--- config.mk ---
export PLATFORM = sky130hd
export DESIGN_NAME = hazard_scoreboard
export DESIGN_NICKNAME = d
export VERILOG_FILES = /design/src/rtl/hazard_scoreboard.sv
export SDC_FILE = /design/constraint.sdc
export NUM_CORES = 1
export LEC_CHECK = 0
export ABC_CLOCK_PERIOD_IN_PS = 2700
export CAP_MARGIN = 30
export CORE_MARGIN = 2
export CORE_UTILIZATION = 44
export CTS_CLUSTER_DIAMETER = 200
export DETAILED_ROUTE_END_ITERATION = 8
export GPL_TIMING_DRIVEN = 0
export PLACE_DENSITY = 0.66
export SKIP_LAST_GASP = 1
export SLEW_MARGIN = 10
export SYNTH_ARGS = -nofsm -noshare
export SYNTH_HDL_FRONTEND = slang
export SYNTH_SLANG_ARGS = --single-unit
--- constraint.sdc ---
create_clock -name clk -period 2.7 [get_ports clk]
set_input_delay 0.54 -clock clk [delete_from_list [all_inputs] [get_ports clk]]
set_output_delay 0.54 -clock clk [all_outputs]
set_load 0.005 [all_outputs]
--- src/rtl/hazard_scoreboard.sv ---
// hazard_scoreboard
//   Decode-side hazard unit with a per-register pending-result scoreboard.
//   Each GPR carries a countdown of cycles until its in-flight result can be
//   forwarded. Readers of a register whose countdown is nonzero are stalled.
//   A single MDU is tracked by its own occupancy countdown.
//   Forward selects for the two sources come from the E/M/W destinations,
//   with the youngest producer taking priority.
//
// Ports
//   clk, resetn             clock, asynchronous active-low reset
//   validD                  decode holds a real instruction
//   rsD/rtD, rs_useD/rt_useD  source indices and read enables
//   dstD, wrD, kindD        destination, write enable, producer kind
//                           (0 ALU, 1 LOAD, 2 MDU, 3 treated as ALU)
//   dstE/wrE, dstM/wrM, dstW/wrW  destinations of E/M/W instructions
//   exc_flush               squash all younger in-flight work
//   stallF, stallD, flushE  pipeline controls
//   forwardA, forwardB      source selects: 0 RF, 1 E, 2 M, 3 W
//   mdu_busy                MDU occupied
//   raw_stall_cnt, struct_stall_cnt  stall-cause counters, present only
//                           when HAZARD_PERF_EN is defined
module hazard_scoreboard #(
  parameter int REG_NUM  = 32,
  parameter int REG_W    = 5,
  parameter int LOAD_LAT = 1,
  parameter int MDU_LAT  = 4,
  parameter int CNT_W    = 3
) (
  input  logic             clk,
  input  logic             resetn,
  input  logic             validD,
  input  logic [REG_W-1:0] rsD,
  input  logic [REG_W-1:0] rtD,
  input  logic             rs_useD,
  input  logic             rt_useD,
  input  logic [REG_W-1:0] dstD,
  input  logic             wrD,
  input  logic [1:0]       kindD,
  input  logic [REG_W-1:0] dstE,
  input  logic             wrE,
  input  logic [REG_W-1:0] dstM,
  input  logic             wrM,
  input  logic [REG_W-1:0] dstW,
  input  logic             wrW,
  input  logic             exc_flush,
  output logic             stallF,
  output logic             stallD,
  output logic             flushE,
  output logic [1:0]       forwardA,
  output logic [1:0]       forwardB,
`ifdef HAZARD_PERF_EN
  output logic [31:0]      raw_stall_cnt,
  output logic [31:0]      struct_stall_cnt,
`endif
  output logic             mdu_busy
);

  localparam logic [1:0] KIND_LOAD = 2'd1;
  localparam logic [1:0] KIND_MDU  = 2'd2;

  logic [CNT_W-1:0] pend_q [REG_NUM];
  logic [CNT_W-1:0] pend_d [REG_NUM];
  logic [CNT_W-1:0] mdu_q, mdu_d;
  logic [CNT_W-1:0] lat_s;
  logic             raw_s, struct_s, stall_s, issue_s;

  // Youngest-first forward select for one source operand.
  function automatic logic [1:0] fwd_sel(
    input logic [REG_W-1:0] src, input logic use_src,
    input logic [REG_W-1:0] de, input logic we,
    input logic [REG_W-1:0] dm, input logic wm,
    input logic [REG_W-1:0] dw, input logic ww);
    logic [1:0] sel;
    if (!use_src || src == '0) begin
      sel = 2'd0;
    end else if (we && de == src) begin
      sel = 2'd1;
    end else if (wm && dm == src) begin
      sel = 2'd2;
    end else if (ww && dw == src) begin
      sel = 2'd3;
    end else begin
      sel = 2'd0;
    end
    return sel;
  endfunction

  // Hazard detection and stall/flush controls.
  always_comb begin
    raw_s    = (rs_useD && rsD != '0 && pend_q[rsD] != '0) ||
               (rt_useD && rtD != '0 && pend_q[rtD] != '0);
    struct_s = (kindD == KIND_MDU) && wrD && (mdu_q != '0);
    stall_s  = validD && (raw_s || struct_s) && !exc_flush;
    issue_s  = validD && !stall_s && !exc_flush;
  end

  // Result latency of the instruction in decode.
  always_comb begin
    case (kindD)
      KIND_LOAD: lat_s = CNT_W'(LOAD_LAT);
      KIND_MDU:  lat_s = CNT_W'(MDU_LAT);
      default:   lat_s = '0;
    endcase
  end

  // Scoreboard next state: flush clears, issue overrides, otherwise count down.
  always_comb begin
    pend_d[0] = '0;
    for (int r = 1; r < REG_NUM; r++) begin
      if (exc_flush) begin
        pend_d[r] = '0;
      end else if (issue_s && wrD && dstD == REG_W'(r)) begin
        pend_d[r] = lat_s;
      end else if (pend_q[r] != '0) begin
        pend_d[r] = pend_q[r] - CNT_W'(1);
      end else begin
        pend_d[r] = '0;
      end
    end
    if (exc_flush) begin
      mdu_d = '0;
    end else if (issue_s && kindD == KIND_MDU) begin
      mdu_d = CNT_W'(MDU_LAT);
    end else if (mdu_q != '0) begin
      mdu_d = mdu_q - CNT_W'(1);
    end else begin
      mdu_d = '0;
    end
  end

  // Scoreboard and MDU occupancy registers.
  always_ff @(posedge clk or negedge resetn) begin
    if (!resetn) begin
      for (int r = 0; r < REG_NUM; r++) pend_q[r] <= '0;
      mdu_q <= '0;
    end else begin
      for (int r = 0; r < REG_NUM; r++) pend_q[r] <= pend_d[r];
      mdu_q <= mdu_d;
    end
  end

`ifdef HAZARD_PERF_EN
  logic [31:0] raw_cnt_q, struct_cnt_q;

  // Stall-cause counters; a raw hazard takes credit when both causes coincide.
  always_ff @(posedge clk or negedge resetn) begin
    if (!resetn) begin
      raw_cnt_q    <= 32'd0;
      struct_cnt_q <= 32'd0;
    end else begin
      if (stall_s && raw_s)  raw_cnt_q    <= raw_cnt_q + 32'd1;
      if (stall_s && !raw_s) struct_cnt_q <= struct_cnt_q + 32'd1;
    end
  end

  assign raw_stall_cnt    = raw_cnt_q;
  assign struct_stall_cnt = struct_cnt_q;
`endif

  assign stallD   = stall_s;
  assign stallF   = stall_s;
  assign flushE   = stall_s || exc_flush;
  assign mdu_busy = (mdu_q != '0);
  assign forwardA = fwd_sel(rsD, rs_useD, dstE, wrE, dstM, wrM, dstW, wrW);
  assign forwardB = fwd_sel(rtD, rt_useD, dstE, wrE, dstM, wrM, dstW, wrW);

endmodule

======== Yosys cells after proc, flatten, opt, wreduce, memory -nomap -nowiden ========
Index checks and enable logic that the tools add are counted.
operators by class
  add/sub/neg operators ................... 32
  magnitude comparators ................... 2
  equality and inequality tests ........... 39
  mux-type cells .......................... 111
  bitwise operators ....................... 2
  reductions and logical operators ........ 96
operators with widths
  kind                                                      number
  two-way mux 3 bit                                         100
  nonzero test 3 bit                                        34
  subtractor 3 x 1 -> 3 bit, second input constant          32
  equality test 5 bit, second input constant                16
  logical AND 1 bit                                         49
  equality test 5 x 4 -> 1 bit, second input constant       8
  binary-select mux 3 bit (select 5 bit)                    2
  equality test 5 bit                                       6
  equality test 5 x 3 -> 1 bit, second input constant       4
  two-way mux 2 bit                                         8
  greater-or-equal comparator 6 bit, second input constant  2
  NOT 5 -> 6 bit                                            2
  equality test 5 x 2 -> 1 bit, second input constant       2
  logical NOT 5 bit                                         2
  nonzero test 5 bit                                        2
  case mux 3 bit (2 select lines)                           1
  equality test 5 x 1 -> 1 bit, second input constant       1
  logical OR 1 bit                                          5
  logical NOT 1 bit                                         4
  equality test 2 x 1 -> 1 bit, second input constant       1
  equality test 2 bit, second input constant                1
word-level totals
  flip-flop bits (word level) ............. 96
  bits of input ports ..................... 42
  output and inout bits ................... 8

======== Depth between registers and ports, before layout ========
  depth after elaboration ................. 17
  depth in mapped cells ................... 11
  mapped depth without buffers ............ 9

======== Worst setup path after synthesis ========
Ideal clock, no wire load.
  kind .................................... input to output
  start ................................... in rtD[3]
  end ..................................... out stallF
  arrival ................................. 2.320 ns
  data required time ...................... 2.160 ns
  slack ................................... -0.160 ns
  stages on the path ...................... 9
  buffers on the path ..................... 2
  cell sequence ........................... buf_2 -> nand2b_1 -> o311a_1 -> nor4bb_1 -> nor3_1 -> nand3_1 -> o2111ai_1 -> nor2b_1 -> buf_4
between the ends
  cells in the longest elaborated chain, start to end .. 10
  elaborated cells on any way between the ends .. 12
  those cells by class .................... mux (3); bitwise (1); reduce/logical (8)
ends and longest elaborated chain
  what                                                  RTL line  source
  start, declared                                       33        input logic [REG_W-1:0] rtD,
  NOT 5 -> 6 bit (implied by the code)                  91        (rt_useD && rtD != '0 && pend_q[rtD] != '0);
  binary-select mux 3 bit (select 5 bit)                91
  two-way mux 3 bit (implied by the code) (2 in a row)  91
  nonzero test 3 bit                                    91
  logical AND 1 bit (*)                                 91
  logical OR 1 bit (*)                                  90        raw_s = (rs_useD && rsD != '0 && pend_q[rsD] != '0) ||
  logical OR 1 bit (*)                                  93        stall_s = validD && (raw_s || struct_s) && !exc_flush;
  logical AND 1 bit (*) (2 in a row)                    93
  end, declared                                         46        output logic stallF,
Mark *: on every way between the ends. The rest lies on a longest branch, timed or not. The select of a mux whose other input is x is not followed.

======== Final worst setup path ========
  start ................................... reg pend_q[2] (netlist name)
  end ..................................... out stallF
between the ends
  cells in the longest elaborated chain, start to end .. 9
  elaborated cells on any way between the ends .. 14
  those cells by class .................... mux (6); reduce/logical (8)
ends and longest elaborated chain
  what                                                              RTL line  source
  start, declared                                                   61        logic [CNT_W-1:0] pend_q [REG_NUM];
  binary-select mux 3 bit (select 5 bit), on equally long branches  90, 91
  two-way mux 3 bit, on equally long branches (2 in a row)          90, 91
  nonzero test 3 bit, on equally long branches                      90, 91
  logical AND 1 bit, on equally long branches                       90, 91
  logical OR 1 bit (*)                                              90
  logical OR 1 bit (*)                                              93
  logical AND 1 bit (*) (2 in a row)                                93
Marked as above.

==> out/qor.yml <==
numCtsBuffers: 9
worst_ir_drop_vdd_uv: 356
leading_cell_types_by_total_area_after_synthesis: "sky130_fd_sc_hd__dfrtp_1 (32%), sky130_fd_sc_hd__ha_1 (11%), sky130_fd_sc_hd__mux2i_1 (8.5%)"
wl_per_cell_um: 20.5
yosys_warnings: 0
period_needed_ps: 3020
grt-busiest-layer: "met2"
vias_in_the_first_global_route: 5929
clk-insertion-delay-late_ps: 360
n_fill_cell: 1466
drt.antenna.violating_nets: 0
synthDistinctLibCells: 70
slew-limit-headroom: 0.311
cts.hold.buffers_added: 0
layout.nets: 953
grt_util_met1: 0.338
max_clock_freq_mhz: 331
globalplace.congestion: 0.934
grt_remaining_overflow: 0
detailedRoute.firstPassIterationCount: 5
area_delta_synth_final_pct: 23.1
mean_post_synth_cell_area_um2: 9.77
max-clock-path-buffers: 2
synth_edf_count: 0
violations_in_the_final_reports: "negative setup slack"
timing.critical_path.arrival_ps: 2480
ctsHtreeMaxLevel: 3
post-synth-top-count-cell: "sky130_fd_sc_hd__dfrtp_1"
syn-cell-area_um2: 7400
fp.dieArea_um2: 17900
drc_marker_count_from_the_first_detailed_route_iteration: 483
cts.root.buffer_cell: "sky130_fd_sc_hd__clkbuf_16"
wl_um: 22000
remaining_design_rule_violation_count: 0
layout_cell_share_with_drive_strength_beyond_1: 0.220
worstHoldPathType: "primary input to asynchronous set/reset pin"
ys.flop_type: "sky130_fd_sc_hd__dfrtp_1"
clk_pin_slew_ps: 70
required_ps: 2160
synth.ff_latch_count: 96
fin_total_pwr_mw: 3.42
layout_worst_path_cycle_share: 1.12
tritoncts: "yes"
groute.layer.met3.usage: 0.0567
grt_antenna_before_repair: 0
nets_in_the_synthesized_netlist: 863
finalSetupViolCount: 19
row_count: 47
synth_commonest_cells: "sky130_fd_sc_hd__dfrtp_1 (96), sky130_fd_sc_hd__inv_1 (70), sky130_fd_sc_hd__nand2_1 (70)"
max-cap-violations: 0
n_antenna_cell: 0
ff_latch_area_um2: 2400
leakage_component_of_the_power_nw: 4.04
yosysTopAreaCell: "sky130_fd_sc_hd__dfrtp_1"
global_route.usage.met2: 0.402
critical_path.max_fanout: 4
vias_per_cell: 5.65
p_per_area_nw_per_um2: 376
pin_count_of_the_biggest_net_entering_global_routing: 61
timing_hold_violations_final: 0
first_pass_grt_wire_length_um: 34000
postLayoutSetupSlackWorst_ps: -319
rsz0062_at_grt: "true"
clock-skew-final_ps: 10.3
synth_top_area_share: 0.325
endpoint_kind: "output pin"
numPortBuffers: 43
effective_utilization_at_floorplan: 0.448
status: "finished with violations"
multi_input_comb_area_um2: 4730
seq_area_frac_synth: 0.325
die_wd_um: 134
cts_sinks: 96
worstSetupPathType: "flop to output pin"
timing.hold.ws_ps: 76.8
detailedPlacementHpwl_um: 15300
coreArea_um2: 16500
drv_slew: 0
groute.usage.overall: 0.252
dieHeight_um: 134
async_flop_share: 1.00
postSynthCellCount: 757
vias: 6056
boundaryPins: 50
max_slew.worst_pin.slew_ps: 1030
worst_setup_path_start_kind: "flop"
## cell type report
cell class / count / share of cell area
inverters: 70 / 0.0294
plain buffers: 41 / 0.0370
clock buffers: 10 / 0.0263
flip-flops and latches: 96 / 0.264
repair buffers: 80 / 0.0840
well taps: 220 / 0.0302
multi-input cells: 549 / 0.520
clock inverters: 5 / 0.00893
## where the power goes
part           internal (mW)  switching [mW]
logic                  0.215           0.324
clock network          0.833           0.604
registers               1.44         0.00293
## placed cells by master (no fill, tap or decap), types with 4 or more instances in the layout
cell type	count
sky130_fd_sc_hd__nand2b_1	35
sky130_fd_sc_hd__nand3_1	10
sky130_fd_sc_hd__buf_8	5
sky130_fd_sc_hd__nor4_1	15
sky130_fd_sc_hd__nor3_4	21
sky130_fd_sc_hd__dfrtp_1	94
sky130_fd_sc_hd__and3_1	7
sky130_fd_sc_hd__clkdlybuf4s50_1	23
sky130_fd_sc_hd__a221oi_2	6
sky130_fd_sc_hd__clkbuf_16	9
sky130_fd_sc_hd__nor3_2	10
sky130_fd_sc_hd__nand2_1	70
sky130_fd_sc_hd__clkbuf_1	13
sky130_fd_sc_hd__or3_1	32
sky130_fd_sc_hd__nor2_1	42
sky130_fd_sc_hd__dlygate4sd2_1	5
sky130_fd_sc_hd__nor4_2	5
sky130_fd_sc_hd__ha_1	64
sky130_fd_sc_hd__xnor2_1	6
sky130_fd_sc_hd__buf_6	16
sky130_fd_sc_hd__a211oi_1	30
sky130_fd_sc_hd__buf_2	9
sky130_fd_sc_hd__xor2_1	23
sky130_fd_sc_hd__mux4_2	7
sky130_fd_sc_hd__mux2i_1	62
sky130_fd_sc_hd__buf_4	31
sky130_fd_sc_hd__inv_1	67
sky130_fd_sc_hd__nor3_1	13
sky130_fd_sc_hd__nor2b_1	4
## kinds of logic after synthesis
group | Yosys count | synth area share
simple gates | 308 | 0.255
buf+inv | 112 | 0.0749
flops | 96 | 0.325
compound gates | 75 | 0.0895
mux | 72 | 0.112
fa+ha+maj | 64 | 0.108
xor+xnor | 30 | 0.0355
## state kept, by name (all words and copies together) (netlist names)
| register | count |
|---|---|
| mdu_q | 3 |
| pend_q | 93 |
## through the flow
stage | area (um^2) | setup slack (ps) | utilization | instances | setup TNS, ps
floorplan | 7450 | 1.51 | - | 757 | 0
global placement | 8150 | -2820 | 0.493 | 1020 | -371190
detailed placement | 8180 | -1590 | 0.495 | 1021 | -101430
CTS | 8820 | -335 | 0.534 | 1059 | -7560
global route | 9100 | -390 | 0.551 | 1071 | -4570
finish | 9100 | -319 | 0.551 | 1071 | -1130
## routing by layer
layer / vias up / part of all wire
li1: 2809 / -
met1: 3000 / 0.44
met2: 210 / 0.47
met3: 37 / 0.062
met4: 0 / 0.028
met5: - / 0
## critical path, stage by stage, from the launching register on
cell,delay (ps)
sky130_fd_sc_hd__dfrtp_2,430
sky130_fd_sc_hd__mux4_2,520
sky130_fd_sc_hd__mux2i_2,210
sky130_fd_sc_hd__o311ai_2,160
sky130_fd_sc_hd__o221ai_4,180
sky130_fd_sc_hd__buf_12,140
sky130_fd_sc_hd__o2111ai_4,120
sky130_fd_sc_hd__nor2b_4,150
sky130_fd_sc_hd__buf_6,110
sky130_fd_sc_hd__buf_6,100
## worst paths after layout
kind,start,end,slack (ps),cells past startpoint
max reg2reg,pend_q[2],pend_q[85],10,10
min reg2reg,mdu_q[0],mdu_q[0],460,1
max in group asynchronous,resetn,pend_q[2],1960,2
min,resetn,pend_q[38],80,1
min in group clk,mdu_q[0],mdu_q[0],460,1
max,pend_q[2],stallF,-320,9
## timing repair
action / CTS / global route
resized for setup: 80 / 56
gates cloned: 1 / 0
setup endpoints to repair: 103 / 103
pin swaps: 22 / 24
setup buffers: 22 / 13
Note: power is estimated with default switching activity, not from simulation.
